**config.mk**
```make
export PLATFORM = sky130hd
export DESIGN_NAME = bit_flip_flat
export DESIGN_NICKNAME = d
export VERILOG_FILES = /design/src/rtl/bit_flip_pkg.sv /design/src/rtl/bit_flip_if.sv /design/src/rtl/bit_flip_lane.sv /design/src/rtl/bit_flip.sv /design/src/flat_wrapper.sv
export SDC_FILE = /design/constraint.sdc
export NUM_CORES = 1
export LEC_CHECK = 0
export CAP_MARGIN = 15
export CORE_AREA = 2 2 123 125
export CTS_CLUSTER_SIZE = 30
export DETAILED_ROUTE_END_ITERATION = 10
export DIE_AREA = 0 0 125 127
export MAX_ROUTING_LAYER = met4
export PLACE_DENSITY = 0.72
export REMOVE_ABC_BUFFERS = 1
export SYNTH_ARGS = -nofsm -noshare
export SYNTH_HDL_FRONTEND = slang
export SYNTH_SLANG_ARGS = --single-unit
```
**constraint.sdc**
```tcl
create_clock -name i_CLK -period 13.7 [get_ports i_CLK]
set_clock_uncertainty 0.1 [all_clocks]
set_input_delay 1.37 -clock i_CLK [delete_from_list [all_inputs] [get_ports i_CLK]]
set_output_delay 1.37 -clock i_CLK [all_outputs]
set_load 0.005 [all_outputs]
```
**src/rtl/bit_flip_pkg.sv**
```systemverilog
// ---------------------------------------------------------------------------
// bit_flip_pkg
//
// Purpose:
//   Shared definitions for the FFT writeback address path. This package holds
//   the one common bit-reverse function, so every block that needs the
//   bit-reversed ordering uses the same definition of it.
//
// Contents:
//   DEFAULT_WORD_SIZE - default data word width used by bit_flip and its lanes
//   DEFAULT_ADDR_SIZE - default address width used by bit_flip and its lanes
//   MAX_ADDR_SIZE     - widest address the reverse function supports
//   wide_addr_t       - address container wide enough for any supported width
//   bit_reverse()     - reverses the low 'width' bits of an address
// ---------------------------------------------------------------------------
package bit_flip_pkg;

  localparam int DEFAULT_WORD_SIZE = 74;
  localparam int DEFAULT_ADDR_SIZE = 5;
  localparam int MAX_ADDR_SIZE     = 32;

  typedef logic [MAX_ADDR_SIZE-1:0] wide_addr_t;

  // The address sits right-justified in a MAX_ADDR_SIZE container with zeros
  // above it. Mirroring the whole container moves the address bits to the top
  // in reversed order, and shifting back down by the unused headroom leaves
  // result bit k equal to input bit width-1-k. A width of 1 is the identity.
  function automatic wide_addr_t bit_reverse(input wide_addr_t addr,
                                             input int         width);
    wide_addr_t mirrored;
    mirrored = {<<{addr}};
    return mirrored >> (MAX_ADDR_SIZE - width);
  endfunction

endpackage

```
**src/rtl/bit_flip_if.sv**
```systemverilog
// ---------------------------------------------------------------------------
// bit_flip_if
//
// Purpose:
//   Bundles the two-lane address/data pipe that passes through bit_flip.
//   There is no handshake: a new pair is presented on every clock.
//
// Parameters:
//   WORD_SIZE - data word width in bits
//   ADDR_SIZE - address width in bits
//
// Signals:
//   i_pipeaddr_A / i_pipeaddr_B - source addresses for lanes A and B
//   i_pipedata_A / i_pipedata_B - data words for lanes A and B
//   o_pipeaddr_A / o_pipeaddr_B - registered, bit-reversed addresses
//   o_pipedata_A / o_pipedata_B - registered data words
//
// Modports:
//   master - the upstream stage: drives the i_* side, observes the o_* side
//   slave  - bit_flip itself: consumes the i_* side, drives the o_* side
// ---------------------------------------------------------------------------
interface bit_flip_if
  import bit_flip_pkg::*;
#(
  parameter int WORD_SIZE = DEFAULT_WORD_SIZE,
  parameter int ADDR_SIZE = DEFAULT_ADDR_SIZE
) ();

  logic [ADDR_SIZE-1:0] i_pipeaddr_A;
  logic [ADDR_SIZE-1:0] i_pipeaddr_B;
  logic [WORD_SIZE-1:0] i_pipedata_A;
  logic [WORD_SIZE-1:0] i_pipedata_B;

  logic [ADDR_SIZE-1:0] o_pipeaddr_A;
  logic [ADDR_SIZE-1:0] o_pipeaddr_B;
  logic [WORD_SIZE-1:0] o_pipedata_A;
  logic [WORD_SIZE-1:0] o_pipedata_B;

  modport master (
    output i_pipeaddr_A,
    output i_pipeaddr_B,
    output i_pipedata_A,
    output i_pipedata_B,
    input  o_pipeaddr_A,
    input  o_pipeaddr_B,
    input  o_pipedata_A,
    input  o_pipedata_B
  );

  modport slave (
    input  i_pipeaddr_A,
    input  i_pipeaddr_B,
    input  i_pipedata_A,
    input  i_pipedata_B,
    output o_pipeaddr_A,
    output o_pipeaddr_B,
    output o_pipedata_A,
    output o_pipedata_B
  );

endinterface

```
**src/rtl/bit_flip_lane.sv**
```systemverilog
// ---------------------------------------------------------------------------
// bit_flip_lane
//
// Purpose:
//   One lane of the bit_flip stage: a single address register that captures
//   the bit-reversed source address and a single data register that captures
//   the data word unchanged. Both registers load on every rising edge, so the
//   address and its data leave the lane together one cycle after entering.
//
// Parameters:
//   WORD_SIZE - data word width in bits (>= 1)
//   ADDR_SIZE - address width in bits (1 .. MAX_ADDR_SIZE)
//
// Ports:
//   i_CLK    - clock, rising edge
//   i_RST    - asynchronous, active-high reset; clears both registers
//   src_addr - incoming address
//   src_data - incoming data word
//   dst_addr - registered bit-reversed address
//   dst_data - registered data word
// ---------------------------------------------------------------------------
module bit_flip_lane
  import bit_flip_pkg::*;
#(
  parameter int WORD_SIZE = DEFAULT_WORD_SIZE,
  parameter int ADDR_SIZE = DEFAULT_ADDR_SIZE
) (
  input  logic                 i_CLK,
  input  logic                 i_RST,
  input  logic [ADDR_SIZE-1:0] src_addr,
  input  logic [WORD_SIZE-1:0] src_data,
  output logic [ADDR_SIZE-1:0] dst_addr,
  output logic [WORD_SIZE-1:0] dst_data
);

  // Address and data share one register stage so the pair stays aligned.
  // Reset is asynchronous so the outputs drop to zero the moment i_RST rises
  // and whatever pair was about to be captured is simply discarded. The
  // address is widened into the package container, reversed there, and cut
  // back to ADDR_SIZE bits; no offset is added here, that is the caller's job.
  always_ff @(posedge i_CLK or posedge i_RST) begin
    if (i_RST) begin
      dst_addr <= '0;
      dst_data <= '0;
    end else begin
      dst_addr <= ADDR_SIZE'(bit_reverse(wide_addr_t'(src_addr), ADDR_SIZE));
      dst_data <= src_data;
    end
  end

endmodule

```
**src/rtl/bit_flip.sv**
```systemverilog
// ---------------------------------------------------------------------------
// bit_flip
//
// Purpose:
//   Bit-reversal stage of the FFT writeback pipeline. Two independent lanes
//   (A and B) each take an address/data pair every clock and present, one
//   cycle later, the bit-reversed address with its data word unchanged. There
//   is no enable, stall or handshake, and no path from any input to any
//   output that does not pass through a flop.
//
// Parameters:
//   WORD_SIZE - data word width in bits (default 74, minimum 1)
//   ADDR_SIZE - address width in bits to be reversed (default 5, minimum 1)
//
// Ports:
//   i_CLK - clock, all state updates on the rising edge
//   i_RST - asynchronous, active-high reset; forces all outputs to zero
//   pipe  - bit_flip_if slave modport carrying both lanes:
//             i_pipeaddr_A/B, i_pipedata_A/B in,
//             o_pipeaddr_A/B, o_pipedata_A/B out
// ---------------------------------------------------------------------------
module bit_flip
  import bit_flip_pkg::*;
#(
  parameter int WORD_SIZE = DEFAULT_WORD_SIZE,
  parameter int ADDR_SIZE = DEFAULT_ADDR_SIZE
) (
  input  logic       i_CLK,
  input  logic       i_RST,
  bit_flip_if.slave  pipe
);

  // Lane A. The lanes share nothing but clock and reset, so equal or swapped
  // addresses on A and B need no arbitration.
  bit_flip_lane #(
    .WORD_SIZE (WORD_SIZE),
    .ADDR_SIZE (ADDR_SIZE)
  ) u_lane_a (
    .i_CLK    (i_CLK),
    .i_RST    (i_RST),
    .src_addr (pipe.i_pipeaddr_A),
    .src_data (pipe.i_pipedata_A),
    .dst_addr (pipe.o_pipeaddr_A),
    .dst_data (pipe.o_pipedata_A)
  );

  // Lane B, identical to lane A.
  bit_flip_lane #(
    .WORD_SIZE (WORD_SIZE),
    .ADDR_SIZE (ADDR_SIZE)
  ) u_lane_b (
    .i_CLK    (i_CLK),
    .i_RST    (i_RST),
    .src_addr (pipe.i_pipeaddr_B),
    .src_data (pipe.i_pipedata_B),
    .dst_addr (pipe.o_pipeaddr_B),
    .dst_data (pipe.o_pipedata_B)
  );

endmodule

```
**src/flat_wrapper.sv**
```systemverilog
// flat-port wrapper written by rule: the top's interface ports become plain ports
module bit_flip_flat import bit_flip_pkg::*;
#(
  parameter int WORD_SIZE = DEFAULT_WORD_SIZE,
  parameter int ADDR_SIZE = DEFAULT_ADDR_SIZE
)
  (i_CLK, i_RST, pipe_i_pipeaddr_A, pipe_i_pipeaddr_B, pipe_i_pipedata_A, pipe_i_pipedata_B, pipe_o_pipeaddr_A, pipe_o_pipeaddr_B, pipe_o_pipedata_A, pipe_o_pipedata_B);
  bit_flip_if #(.WORD_SIZE(WORD_SIZE), .ADDR_SIZE(ADDR_SIZE)) pipe_i ();
  input  logic i_CLK;
  input  logic i_RST;
  input wire logic [$bits(pipe_i.i_pipeaddr_A)-1:0] pipe_i_pipeaddr_A;
  input wire logic [$bits(pipe_i.i_pipeaddr_B)-1:0] pipe_i_pipeaddr_B;
  input wire logic [$bits(pipe_i.i_pipedata_A)-1:0] pipe_i_pipedata_A;
  input wire logic [$bits(pipe_i.i_pipedata_B)-1:0] pipe_i_pipedata_B;
  output wire logic [$bits(pipe_i.o_pipeaddr_A)-1:0] pipe_o_pipeaddr_A;
  output wire logic [$bits(pipe_i.o_pipeaddr_B)-1:0] pipe_o_pipeaddr_B;
  output wire logic [$bits(pipe_i.o_pipedata_A)-1:0] pipe_o_pipedata_A;
  output wire logic [$bits(pipe_i.o_pipedata_B)-1:0] pipe_o_pipedata_B;
  assign pipe_i.i_pipeaddr_A = pipe_i_pipeaddr_A;
  assign pipe_i.i_pipeaddr_B = pipe_i_pipeaddr_B;
  assign pipe_i.i_pipedata_A = pipe_i_pipedata_A;
  assign pipe_i.i_pipedata_B = pipe_i_pipedata_B;
  assign pipe_o_pipeaddr_A = pipe_i.o_pipeaddr_A;
  assign pipe_o_pipeaddr_B = pipe_i.o_pipeaddr_B;
  assign pipe_o_pipedata_A = pipe_i.o_pipedata_A;
  assign pipe_o_pipedata_B = pipe_i.o_pipedata_B;
  bit_flip #(.WORD_SIZE(WORD_SIZE), .ADDR_SIZE(ADDR_SIZE)) u_core (.i_CLK(i_CLK), .i_RST(i_RST), .pipe(pipe_i));
endmodule
```
# Word-level counts from Yosys, hierarchy flattened

Index checks and enable logic that the tools add are counted.

Bits in registers: 158
Input port bits: 160
Output and inout port bits: 158
Word-level logic and storage cells: 4

# Logic depth before layout (Yosys ltp)

Depth after elaboration: 0
Depth in mapped cells: 1
Mapped depth without buffers: 1

# By module

From an unflattened synthesis, not the netlist that was laid out.

Cell total of the unflattened synthesis: 160
Area, all modules: 3961.3 um2

Modules (own cells, without submodules):

| module        | times used | cells each | area each (um2) | seq. area each (um2) |
|---|---|---|---|---|
| bit_flip_lane | 2          | 80         | 1980.6          | 1976.9 |

# Worst setup path after synthesis

No wires, ideal clock.

Path type: register to output
Start: reg u_core.u_lane_a.dst_addr[0]
End: out pipe_o_pipeaddr_A[0]
Arrival time: 0.349 ns
Data required time: 12.230 ns
Path slack: 11.881 ns
Cell stages (with the launch flop): 1
Buffers on the path: 0
Cell sequence: dfrtp_1

RTL lines:

| what                   | RTL line            | source |
|---|---|---|
| from (decl)            | bit_flip_lane.sv:32 | `output logic [ADDR_SIZE-1:0] dst_addr,` |
| from (signal assigned) | bit_flip_lane.sv:46 | `dst_addr <= ADDR_SIZE'(bit_reverse(wide_addr_t'(src_addr), ADDR_SIZE));` |
| to (decl)              | flat_wrapper.sv:15  | `output wire logic [$bits(pipe_i.o_pipeaddr_A)-1:0] pipe_o_pipeaddr_A;` |

No word-level cell between the ends.

==> results.md <==
- Switching power: 0.2074 mW
- Min cycle time layout: 2.955 ns
- Post CTS Setup Buffer Count: 0
- Clock buffer depth: 2
- IO Port Bufs: 317
- WS Path Type: input port to async pin
- Lkg Pwr: 3.362 nW
- Largest net degree at the start of global routing: 86
- Cell taking the most area after synthesis: dfrtp_1
- CP Max Fanout: 85
- Final non-filler cell total: 693
- Arr. time, crit path: 3.27 ns
- Post-synthesis sequential area ratio: 99.91%
- Worst min path class: input port to register
- Area of the die: 15880 um^2
- Initial Util: 27.44%
- Routed vias: 2633
- CP Launch Type: input port
- F_max: 338.4 MHz
- Grt total ovfl: 0
- Synthesized area: 3958 um^2
- FF/Latch Area: 3954 um^2
- First-pass DRT Iterations: 4
- Row cnt: 44
- Yosys warning total: 0
- Clock sink count: 158
- RSZ-0062 raised after global routing: false
- CP required: 14.01 ns
- TNS Setup: 0 ns
- Slew HR: 41.02%
- Multi-input gate area: 0 um^2
- GP Congestion: 0.7656
- Die Wd: 125 um
- Critical Path End: u_core.u_lane_a.dst_data[40]
- Clock share of power: 42.5%
- Fin crit share: 21.57%
- Max-capacitance violation count: 0
- DRC viols: 0
- ANT cells: 0
- CTS tree: done
- Initial antenna violation count: 0
- Post-DP HPWL: 7905 um
- Io pins: 318
- Routed vias/inst: 3.799
- Routed WL: 10320 um
- Final hold vios: 0
- Total track usage: 13.65%
- CTS resizes: 0
- Mean Syn Cell Area: 24.89 um^2
- Core region area: 14420 um^2
- Final Slew Violations: 0
- Max VDD drop: 75.96 uV
- Initial DRC Count: 102
- Comb_multi_in: 0
- Fraction of layout cells with a size suffix above 1: 5.697%
- CTS root buffer: clkbuf_16
- # nets final: 656
- CP startpoint: i_RST
- Final setup vio count: 0
- Wire per inst: 14.88 um
- Top post-synthesis cells by area: dfrtp_1 100%, inv_1 0.095%
- Status: completed
- Global-route wire length before repair: 15590 um
- Crit. End Element: async pin
- Area growth, synth to finish: 100.7%
- Fillers: 1168
- Placed cells: 661
- Switching share of power: 19.76%
- Pint: 0.8423 mW
- ANT nets after route: 0
- Share of the synthesized area in the top cell type: 99.91%
- Synth Instances: 159
- Logic pwr share: 10.1%
- Flop pwr share: 47.3%
- Yosys cell types: 2
- Chip height: 127 um
- Post-CTS Hold Buffers: 0
- Total CTS buffers: 17
- Via count of the first global-routing pass: 2902
- Number of synthesized register bits: 158
- Clk slew on worst S/H paths: 0.06 ns
- PD cells: 132.2 nW/um^2
- H-tree level count: 4
- Worst-margin pin slew: 0.8848 ns
## cell usage after synthesis
| library cell | instances |
|---|---|
| inv_1 | 1 |
| dfrtp_1 | 158 |
## worst min path at each step
stage | to | slack, ns | cells after the start | start
after floorplan | u_core.u_lane_a.dst_addr[0] | 1.30 | 0 | pipe_i_pipeaddr_A[4]
after global placement | u_core.u_lane_a.dst_data[29] | 1.71 | 1 | pipe_i_pipedata_A[29]
after detailed placement | u_core.u_lane_a.dst_data[29] | 1.72 | 1 | pipe_i_pipedata_A[29]
after CTS | u_core.u_lane_a.dst_addr[2] | 1.27 | 1 | pipe_i_pipeaddr_A[2]
after global routing | u_core.u_lane_a.dst_data[32] | 1.27 | 1 | pipe_i_pipedata_A[32]
final | u_core.u_lane_a.dst_data[20] | 1.30 | 1 | pipe_i_pipedata_A[20]
## area by class of cell
type / count / share of cell area (%)
sequential: 158 / 49.78
timing repair buffer: 318 / 40.04
clock buffer: 23 / 5.766
tap: 184 / 2.899
clock inverter: 9 / 1.402
inverter: 1 / 0.1103
## cells by family after synthesis
family / after synthesis / synth area share, %
flops: 158 / 99.91
buf+inv: 1 / 0.09476
## cells in the final DEF, fill, tap and decap left out
cell             netlist  final
clkbuf_8               0      1
clkinvlp_4             0      2
clkinv_2               0      2
dfrtp_1              158    158
inv_6                  0      2
buf_4                  0      1
clkbuf_16              0     17
clkdlybuf4s50_1        0    317
bufinv_16              0      2
clkinv_4               0      2
clkbuf_1               0      5
## critical path, cell delays in order
cell and delay (ns):
clkdlybuf4s50_1 0.47, inv_6 0.53, buf_4 0.80
## stage by stage
stage	instance area (um^2)	total power [mW]	util, %	hold WS (ns)	worst slack [ns]
floorplan	3958	0.5155	-	1.301	7.967
detailed placement	7373	0.6138	51.12	1.718	10.17
finish	7943	1.050	55.07	1.297	10.74
global route	7943	1.095	55.07	1.270	10.38
CTS	7943	1.066	55.07	1.272	10.62
global placement	7373	0.6112	51.12	1.714	10.27
## power groups by stage
stage | sequential (mW) | combinational, mW | clock (mW)
3_3_place_gp | 0.504 | 0.107 | 0
2_1_floorplan | 0.509 | 0.00675 | 0
5_1_grt | 0.499 | 0.114 | 0.482
6_report | 0.497 | 0.106 | 0.447
4_1_cts | 0.497 | 0.109 | 0.460
3_5_place_dp | 0.505 | 0.108 | 0
## routing by layer
metal  up-vias  wire [um]  track usage (%)  part of all wire (%)
met5         -          0                -                     0
met4         0        206            6.209                   2.0
met3        13        759            4.564                   7.4
met2       165       5553            22.70                    54
met1      1291       3796            14.99                    37
li1       1164          -                -                     -
## sequential cells by signal, summed over array words and instances, names as in the netlist
signal / cells
u_core.u_lane_a.dst_addr: 5
u_core.u_lane_a.dst_data: 74
u_core.u_lane_b.dst_addr: 5
u_core.u_lane_b.dst_data: 74
Power figures use the tool's default switching activity.
